File: config.mk
export PLATFORM = sky130hd
export DESIGN_NAME = player_tracker_flat
export DESIGN_NICKNAME = d
export VERILOG_FILES = /design/src/rtl/player_tracker_pkg.sv /design/src/rtl/player_tracker_if.sv /design/src/rtl/player_tracker_rise_detect.sv /design/src/rtl/player_tracker.sv /design/src/flat_wrapper.sv
export SDC_FILE = /design/constraint.sdc
export NUM_CORES = 1
export LEC_CHECK = 0
export ABC_AREA = 1
export CAP_MARGIN = 5
export CORE_MARGIN = 8
export CORE_UTILIZATION = 53
export CTS_BUF_LIST = sky130_fd_sc_hd__clkbuf_4
export CTS_CLUSTER_DIAMETER = 200
export CTS_CLUSTER_SIZE = 10
export DETAILED_ROUTE_END_ITERATION = 10
export GPL_TIMING_DRIVEN = 0
export PLACE_DENSITY = 0.85
export SYNTH_ARGS = -nofsm -noshare
export SYNTH_HDL_FRONTEND = slang
export SYNTH_HIERARCHICAL = 1
export SYNTH_SLANG_ARGS = --single-unit
File: constraint.sdc
create_clock -name Clk -period 3 [get_ports Clk]
set_input_delay 0.45 -clock Clk [delete_from_list [all_inputs] [get_ports Clk]]
set_output_delay 0.45 -clock Clk [all_outputs]
set_load 0.02 [all_outputs]
File: src/rtl/player_tracker_pkg.sv
// Shared types and constants for the player tracker: FSM state encoding,
// score width/limit and the saturating score increment.
package player_tracker_pkg;

  typedef enum logic [1:0] {
    ST_IDLE,
    ST_GROUNDED,
    ST_FLIGHT,
    ST_DEAD
  } state_t;

  localparam int SCORE_W = 10;
  localparam logic [SCORE_W-1:0] SCORE_MAX = 10'd999;

  // Score sticks at SCORE_MAX instead of wrapping.
  function automatic logic [SCORE_W-1:0] satInc(input logic [SCORE_W-1:0] value);
    return (value >= SCORE_MAX) ? value : value + SCORE_W'(1);
  endfunction

endpackage

File: src/rtl/player_tracker_if.sv
// Game-side bundle for the player tracker: surface/button inputs and
// player status outputs. The master drives inputs; the tracker is the slave.
interface player_tracker_if;
  import player_tracker_pkg::*;

  logic               MoveTick;
  logic [5:0]         Floor;
  logic [5:0]         Ceiling;
  logic               FlipBtn;
  logic               Start;
  logic               PlayerPos;
  logic               InFlight;
  logic               Alive;
  logic               GameOver;
  logic [SCORE_W-1:0] Score;

  modport master (
    output MoveTick, Floor, Ceiling, FlipBtn, Start,
    input  PlayerPos, InFlight, Alive, GameOver, Score
  );

  modport slave (
    input  MoveTick, Floor, Ceiling, FlipBtn, Start,
    output PlayerPos, InFlight, Alive, GameOver, Score
  );

endinterface

File: src/rtl/player_tracker_rise_detect.sv
// 1-bit rising-edge detector: pulses for the cycle in which the input is
// first seen high. Synchronous active-low reset.
module rise_detect (
  input  logic Clk,
  input  logic Rst,
  input  logic i_d,
  output logic o_rise
);

  logic r_prev;

  always_ff @(posedge Clk) begin
    if (!Rst) r_prev <= 1'b0;
    else      r_prev <= i_d;
  end

  assign o_rise = i_d & ~r_prev;

endmodule

File: src/rtl/player_tracker.sv
// Gravity-flip runner player tracker: grounded/flight/dead FSM with score.
// Optional PLAYER_TRACKER_GRACE_EN tolerates one unsupported grounded tick.
module player_tracker
  import player_tracker_pkg::*;
#(
  parameter int PLAYER_COL = 1,
  parameter int FLIP_TICKS = 2
) (
  input logic            Clk,
  input logic            Rst,
  player_tracker_if.slave bus
);

  localparam logic [2:0] FLIP_TICKS_L = 3'(FLIP_TICKS);

  state_t             r_state, w_stateNext;
  logic               r_tickD;
  logic               r_pos, w_posNext;
  logic [SCORE_W-1:0] r_score, w_scoreNext;
  logic [2:0]         r_flightCnt, w_flightCntNext;
  logic               r_gameOver, w_gameOverNext;
`ifdef PLAYER_TRACKER_GRACE_EN
  logic               r_grace, w_graceNext;
`endif

  logic               w_flipRise;
  logic               w_eval;
  logic               w_support;
  logic               w_landSupport;
  logic [2:0]         w_flightCntInc;

  rise_detect u_flipRise (
    .Clk    (Clk),
    .Rst    (Rst),
    .i_d    (bus.FlipBtn),
    .o_rise (w_flipRise)
  );

  // Evaluation runs one cycle after MoveTick so it sees the shifted surfaces.
  assign w_eval         = r_tickD;
  assign w_support      = r_pos ? bus.Ceiling[PLAYER_COL] : bus.Floor[PLAYER_COL];
  assign w_landSupport  = r_pos ? bus.Floor[PLAYER_COL] : bus.Ceiling[PLAYER_COL];
  assign w_flightCntInc = r_flightCnt + 3'd1;

  always_ff @(posedge Clk) begin
    if (!Rst) begin
      r_state     <= ST_IDLE;
      r_tickD     <= 1'b0;
      r_pos       <= 1'b0;
      r_score     <= '0;
      r_flightCnt <= '0;
      r_gameOver  <= 1'b0;
`ifdef PLAYER_TRACKER_GRACE_EN
      r_grace     <= 1'b0;
`endif
    end else begin
      r_state     <= w_stateNext;
      r_tickD     <= bus.MoveTick;
      r_pos       <= w_posNext;
      r_score     <= w_scoreNext;
      r_flightCnt <= w_flightCntNext;
      r_gameOver  <= w_gameOverNext;
`ifdef PLAYER_TRACKER_GRACE_EN
      r_grace     <= w_graceNext;
`endif
    end
  end

  always_comb begin
    w_stateNext     = r_state;
    w_posNext       = r_pos;
    w_scoreNext     = r_score;
    w_flightCntNext = r_flightCnt;
    w_gameOverNext  = 1'b0;
`ifdef PLAYER_TRACKER_GRACE_EN
    w_graceNext     = r_grace;
`endif

    case (r_state)
      ST_IDLE, ST_DEAD: begin
        if (bus.Start) begin
          w_stateNext     = ST_GROUNDED;
          w_posNext       = 1'b0;
          w_scoreNext     = '0;
          w_flightCntNext = '0;
`ifdef PLAYER_TRACKER_GRACE_EN
          w_graceNext     = 1'b0;
`endif
        end
      end

      ST_GROUNDED: begin
        // An unsupported evaluation wins over a simultaneous flip edge.
        if (w_eval && !w_support) begin
`ifdef PLAYER_TRACKER_GRACE_EN
          if (!r_grace) begin
            w_graceNext = 1'b1;
          end else begin
            w_stateNext    = ST_DEAD;
            w_gameOverNext = 1'b1;
          end
`else
          w_stateNext    = ST_DEAD;
          w_gameOverNext = 1'b1;
`endif
        end else begin
          if (w_eval) begin
            w_scoreNext = satInc(r_score);
`ifdef PLAYER_TRACKER_GRACE_EN
            w_graceNext = 1'b0;
`endif
          end
          if (w_flipRise) begin
            w_stateNext     = ST_FLIGHT;
            w_flightCntNext = '0;
          end
        end
      end

      ST_FLIGHT: begin
        if (w_eval) begin
          w_scoreNext     = satInc(r_score);
          w_flightCntNext = w_flightCntInc;
          if (w_flightCntInc == FLIP_TICKS_L) begin
            w_posNext = ~r_pos;
            if (w_landSupport) begin
              w_stateNext = ST_GROUNDED;
            end else begin
              w_stateNext    = ST_DEAD;
              w_gameOverNext = 1'b1;
            end
          end
        end
      end

      default: w_stateNext = ST_IDLE;
    endcase
  end

  assign bus.PlayerPos = r_pos;
  assign bus.InFlight  = (r_state == ST_FLIGHT);
  assign bus.Alive     = (r_state == ST_GROUNDED) || (r_state == ST_FLIGHT);
  assign bus.GameOver  = r_gameOver;
  assign bus.Score     = r_score;

endmodule

File: src/flat_wrapper.sv
// flat-port wrapper written by rule: the top's interface ports become plain ports
module player_tracker_flat import player_tracker_pkg::*;
#(
  parameter int PLAYER_COL = 1,
  parameter int FLIP_TICKS = 2
)
  (Clk, Rst, bus_MoveTick, bus_Floor, bus_Ceiling, bus_FlipBtn, bus_Start, bus_PlayerPos, bus_InFlight, bus_Alive, bus_GameOver, bus_Score);
  player_tracker_if bus_i ();
  input logic Clk;
  input logic Rst;
  input wire logic [$bits(bus_i.MoveTick)-1:0] bus_MoveTick;
  input wire logic [$bits(bus_i.Floor)-1:0] bus_Floor;
  input wire logic [$bits(bus_i.Ceiling)-1:0] bus_Ceiling;
  input wire logic [$bits(bus_i.FlipBtn)-1:0] bus_FlipBtn;
  input wire logic [$bits(bus_i.Start)-1:0] bus_Start;
  output wire logic [$bits(bus_i.PlayerPos)-1:0] bus_PlayerPos;
  output wire logic [$bits(bus_i.InFlight)-1:0] bus_InFlight;
  output wire logic [$bits(bus_i.Alive)-1:0] bus_Alive;
  output wire logic [$bits(bus_i.GameOver)-1:0] bus_GameOver;
  output wire logic [$bits(bus_i.Score)-1:0] bus_Score;
  assign bus_i.MoveTick = bus_MoveTick;
  assign bus_i.Floor = bus_Floor;
  assign bus_i.Ceiling = bus_Ceiling;
  assign bus_i.FlipBtn = bus_FlipBtn;
  assign bus_i.Start = bus_Start;
  assign bus_PlayerPos = bus_i.PlayerPos;
  assign bus_InFlight = bus_i.InFlight;
  assign bus_Alive = bus_i.Alive;
  assign bus_GameOver = bus_i.GameOver;
  assign bus_Score = bus_i.Score;
  player_tracker #(.PLAYER_COL(PLAYER_COL), .FLIP_TICKS(FLIP_TICKS)) u_core (.Clk(Clk), .Rst(Rst), .bus(bus_i));
endmodule
Word level (Yosys, flattened, before mapping)
Index checks and enable logic that the tools add are counted.
Widths: inputs -> output; s select.

word-level totals
  bits in registers = 19
  bits of input ports = 17
  output and inout port bits = 14
  logic and storage cells = 61

cells by class
  add/subtract/negate cells = 2
  magnitude comparators = 1
  equal/unequal tests = 10
  mux-type cells = 28
  bitwise operators = 3
  reductions and logical operators = 10

operator list
  kind                   number
  $mux 10                4
  $pmux 10 s3            1
  $mux 2                 6
  $mux 3                 4
  $reduce_and 4->1       3
  $add 10x1->10 const B  1
  $ge 10x10->1 const B   1
  $mux 1                 9
  $pmux 3 s3             1
  $ne 2x2->1 const B     3
  $pmux 2 s3             1
  $eq 2x2->1 const B     2
  $ne 2x1->1 const B     2
  $pmux 1 s2             2
  $add 3x1->3 const B    1
  $eq 3x2->1 const B     1
  $ne 3x2->1 const B     1
  $eq 2x1->1 const B     1
  $logic_not 2->1        1
  $not 1->1              2
  $reduce_and 2->1       1
  $reduce_bool 2->1      1
  $reduce_or 2->1        1
  $and 1x1->1            1
  other kinds (3)        3

Depth between registers and ports, before layout
  depth in word-level cells = 5
  depth in mapped cells = 11
  mapped depth without buffers = 11

Modules after synthesis
The synthesis kept the hierarchy.

by module, submodules not included
  module          times used  cells an instance  area each (um^2)  sequential area each (um^2)
  player_tracker  1           168                1119.8            360.3
  rise_detect     1           5                  37.5              20.0

Worst setup path after synthesis
Ideal clock, no wire load.

  path kind = register -> register
  start point = register u_core.r_state[0]
  end point = register u_core.r_score[8] (netlist: u_core/bus.Score[8])
  setup time = 113 ps
  data arrival time = 1380 ps
  data required time = 2887 ps
  setup slack = 1507 ps
  cell stages (with the launch flop) = 10
  buffers on the path = 1
  cells stage by stage = dfxtp_1 inv_1 ha_1 buf_6 inv_1 nand2_4 nand2_1 nor2_2 nand2_1 nand2_1

between the ends
  word-level cells in the longest chain between the ends = 4
  elaborated cells between the ends (all ways) = 9
  classes of those cells = eq/ne: 5; mux: 1; reduce/logical: 3

ends and longest elaborated chain
  what                                                  RTL line              text
  from (decl)                                           player_tracker.sv:16  state_t r_state, w_stateNext;
  from (signal assigned)                                player_tracker.sv:57  r_state <= w_stateNext;
  $eq 2x2->1 / $logic_not 2->1 (equally long branches)  player_tracker.sv:79  case (r_state)
  $reduce_or 2->1                                       player_tracker.sv:79
  $ne 2x2->1 (no line)                                  n/a
  $reduce_and 2->1 (no line)                            n/a
  to (signal assigned)                                  player_tracker.sv:60  r_score <= w_scoreNext;
  to (decl)                                             player_tracker.sv:19  logic [SCORE_W-1:0] r_score, w_scoreNext;

Several ways; a longest one is shown, not always the timed one.
A chain may end at the register's enable or synchronous reset.

Final worst setup path
  start point = register u_core.r_state[0]
  end point = output port bus_Alive

between the ends
  word-level cells in the longest chain between the ends = 2
  elaborated cells between the ends (all ways) = 3
  classes of those cells = eq/ne: 2; reduce/logical: 1

ends and longest elaborated chain
  what                                             RTL line               text
  $eq 2x1->1 / $eq 2x2->1 (equally long branches)  player_tracker.sv:142  assign bus.Alive = (r_state == ST_GROUNDED) || (r_state == ST_FLIGHT);
  $logic_or 1x1->1 (*)                             player_tracker.sv:142
  to (decl)                                        flat_wrapper.sv:18     output wire logic [$bits(bus_i.Alive)-1:0] bus_Alive;

Every way passes the cells marked *; elsewhere a longest branch is shown, timed or not.

==> results.cfg <==
[synth]
syn_nets = 195
synth_seq_cells = 19
netlist_area_um2 = 1160
synth-seq-area-share_pct = 32.9
yosysWarnings = 6
syn_inst = 173
synthDistinctLibCells = 26
avgSynthCellArea_um2 = 6.69

[final_layout]
final_common_cell = nand2_1
nets = 220
final_cell_mix = 43 x nand2_1, 26 x inv_1, 20 x clkdlybuf4s50_1, 20 x nand3_1, 19 x dfxtp_1
final_layout_size_suffix_gt1_share_pct = 11.7
multiInputGateArea_um2 = 651
area.sequential_um2 = 380
diodes = 0
final_util_pct = 66.9
area_growth_pct = 22.9
num-fill-cells = 191

[route]
via_count = 1151
drc_errors = 0
dr.pass1.iters = 4
postRouteAntennaNets = 0
drtIter0Drc = 34
wl_per_cell_um = 11.7
wl_um = 2630
drt-vias-per-instance = 5.12

[critical_path]
path_cells = inv_1, ha_1, buf_6, inv_1, clkdlybuf4s50_1
cpMaxStageDelayCell = clkdlybuf4s50_1
max_stage_delay_ps = 650
worstPathMaxFanout = 8
cp.required_ps = 2550
path_buf_inv = 4
crit_path_end_kind = output pin
cp.arrival_ps = 1940
crit_type = flip-flop to output pin
critPathMostFrequentCell = inv_1
path_delay_family = buffers and inverters
worst_setup_path_start_kind = flip-flop

[timing]
clock_skew_ps = 1.53
worstMarginPinSlew_ps = 278
finalSetupTns_ps = 0
grt_setup_unrepaired = no
slew_headroom_pct = 81.4
setup_viol_count_final = 0
timing.fmax_ghz = 0.419
period_share_pct = 79.6
slew_violations = 0
min_period_ps = 2390
hold_violations = 0

[run]
cap_violations = 0

[grt]
grt_use_total_pct = 13.8
grt_pass1_vias = 1105
grt_pass1_wl_um = 4640
antenna_found_initial = 0
overflow = 0
grt_max_degree = 11

[power]
total_power_uw = 931
irDropWorstVdd_v = 0.000470
leakage_nw = 0.655
power.density_nw_per_um2 = 654

[clock_tree]
post_cts_buffers = 0
clock_latency_ps = 290
cts_tree = built
cts_resized = 0
cts-root-buf = clkbuf_4
cts_buffers = 3
clk_path_buf_depth = 2
clkTransAtPathRegs_ps = 100
cts.sinks = 19
cts_max_level = 1
cts_hold_buf = 0

[place]
gp_congestion = 0.882
dp_hpwl_um = 2070
io_buffers = 20

[floorplanning]
rows = 17
fp.coreArea_um2 = 2130
die_h_um = 62.7
ios = 31
die_w_um = 62.7
initial_core_util_pct = 54.4
die-area_um2 = 3940

[worst_hold_path]
min_path_type = flip-flop to flip-flop

[outcome]
outcome = completed
[final cells by class]
cell class | instances | area share [%]
Buffer | 2 | 1.32
Clock buffer | 4 | 2.11
Inverter | 28 | 7.56
Multi-Input combinational cell | 124 | 45.7
Sequential cell | 19 | 26.7
Tap cell | 28 | 2.46
Timing Repair Buffer | 20 | 14.1
[routing by layer]
| metal | track usage, % | wire length, µm | vias up |
|---|---|---|---|
| li1 | - | - | 597 |
| met1 | 15.8 | 1200 | 525 |
| met2 | 24.2 | 1310 | 27 |
| met3 | 3.41 | 101 | 2 |
| met4 | 4.84 | 17 | 0 |
| met5 | 0 | 0 | - |
[kinds of logic after synthesis]
logic type | Yosys count | synth area share (%)
DFF | 19 | 32.9
and+or+nand+nor | 98 | 40.4
AOI/OAI and AO/OA | 19 | 8.87
buffers and inverters | 30 | 10.9
xor gates and xnor gates | 2 | 1.51
adders and majority gates | 5 | 5.41
[power by group]
part           switching [mW]  internal, mW
Sequential             0.0332         0.289
Combinational           0.297         0.176
Clock                  0.0748        0.0606
Total                   0.405         0.526
[registers in the layout, summed over array words and instances (netlist names)]
| register | count |
|---|---|
| u_core/r_state | 2 |
| u_core/r_tickD | 1 |
| u_core/bus.PlayerPos | 1 |
| u_core/r_flightCnt | 3 |
| u_core/bus.GameOver | 1 |
| u_core/u_flipRise/r_prev | 1 |
| u_core/bus.Score | 10 |
[synth_stat cells]
library cell	number	area [µm²]
o21ai_1	2	10.0
a21oi_1	9	45.0
nor3_1	1	5.00
o21ai_0	6	30.0
nand2_2	5	31.3
nand4_1	3	18.8
inv_1	26	97.6
xnor2_1	1	8.76
o21ai_2	1	8.76
xor2_1	1	8.76
nand4_2	1	12.5
nor3_2	1	10.0
a21oi_2	1	8.76
nand2_8	1	20.0
buf_4	1	7.51
nand2_1	43	161
ha_1	5	62.6
nor2_1	18	67.6
dfxtp_1	19	380
nand2_4	2	22.5
nand3_1	20	100
inv_2	1	3.75
nor2_2	2	12.5
or2_2	1	6.26
buf_6	1	11.3
inv_4	1	6.26
[worst min-delay path, stage by stage (launching register included)]
cell,delay [ps]
dfxtp_1,330
inv_1,70
a21oi_1,60
[final timing paths]
kind | slack (ps) | endpoint | start | cells after the start
worst max register to register | 1300 | u_core/r_flightCnt[0] | u_core/r_state[0] | 9
worst max-delay path | 610 | bus_Alive | u_core/r_state[0] | 5
worst min-delay path | 490 | u_core/r_flightCnt[1] | u_core/r_flightCnt[1] | 2
worst min register to register | 490 | u_core/r_flightCnt[1] | u_core/r_flightCnt[1] | 2
[metrics by stage]
stage	instance area [µm²]	std cells	worst slack, ps	hold WS, ps
after floorplan	1160	173	1510	451
after global placement	1390	221	953	467
after detailed placement	1390	221	925	477
after CTS	1420	225	590	493
after global routing	1420	225	524	517
final	1420	225	611	488
No activity file was read; power rests on OpenSTA's default activity.
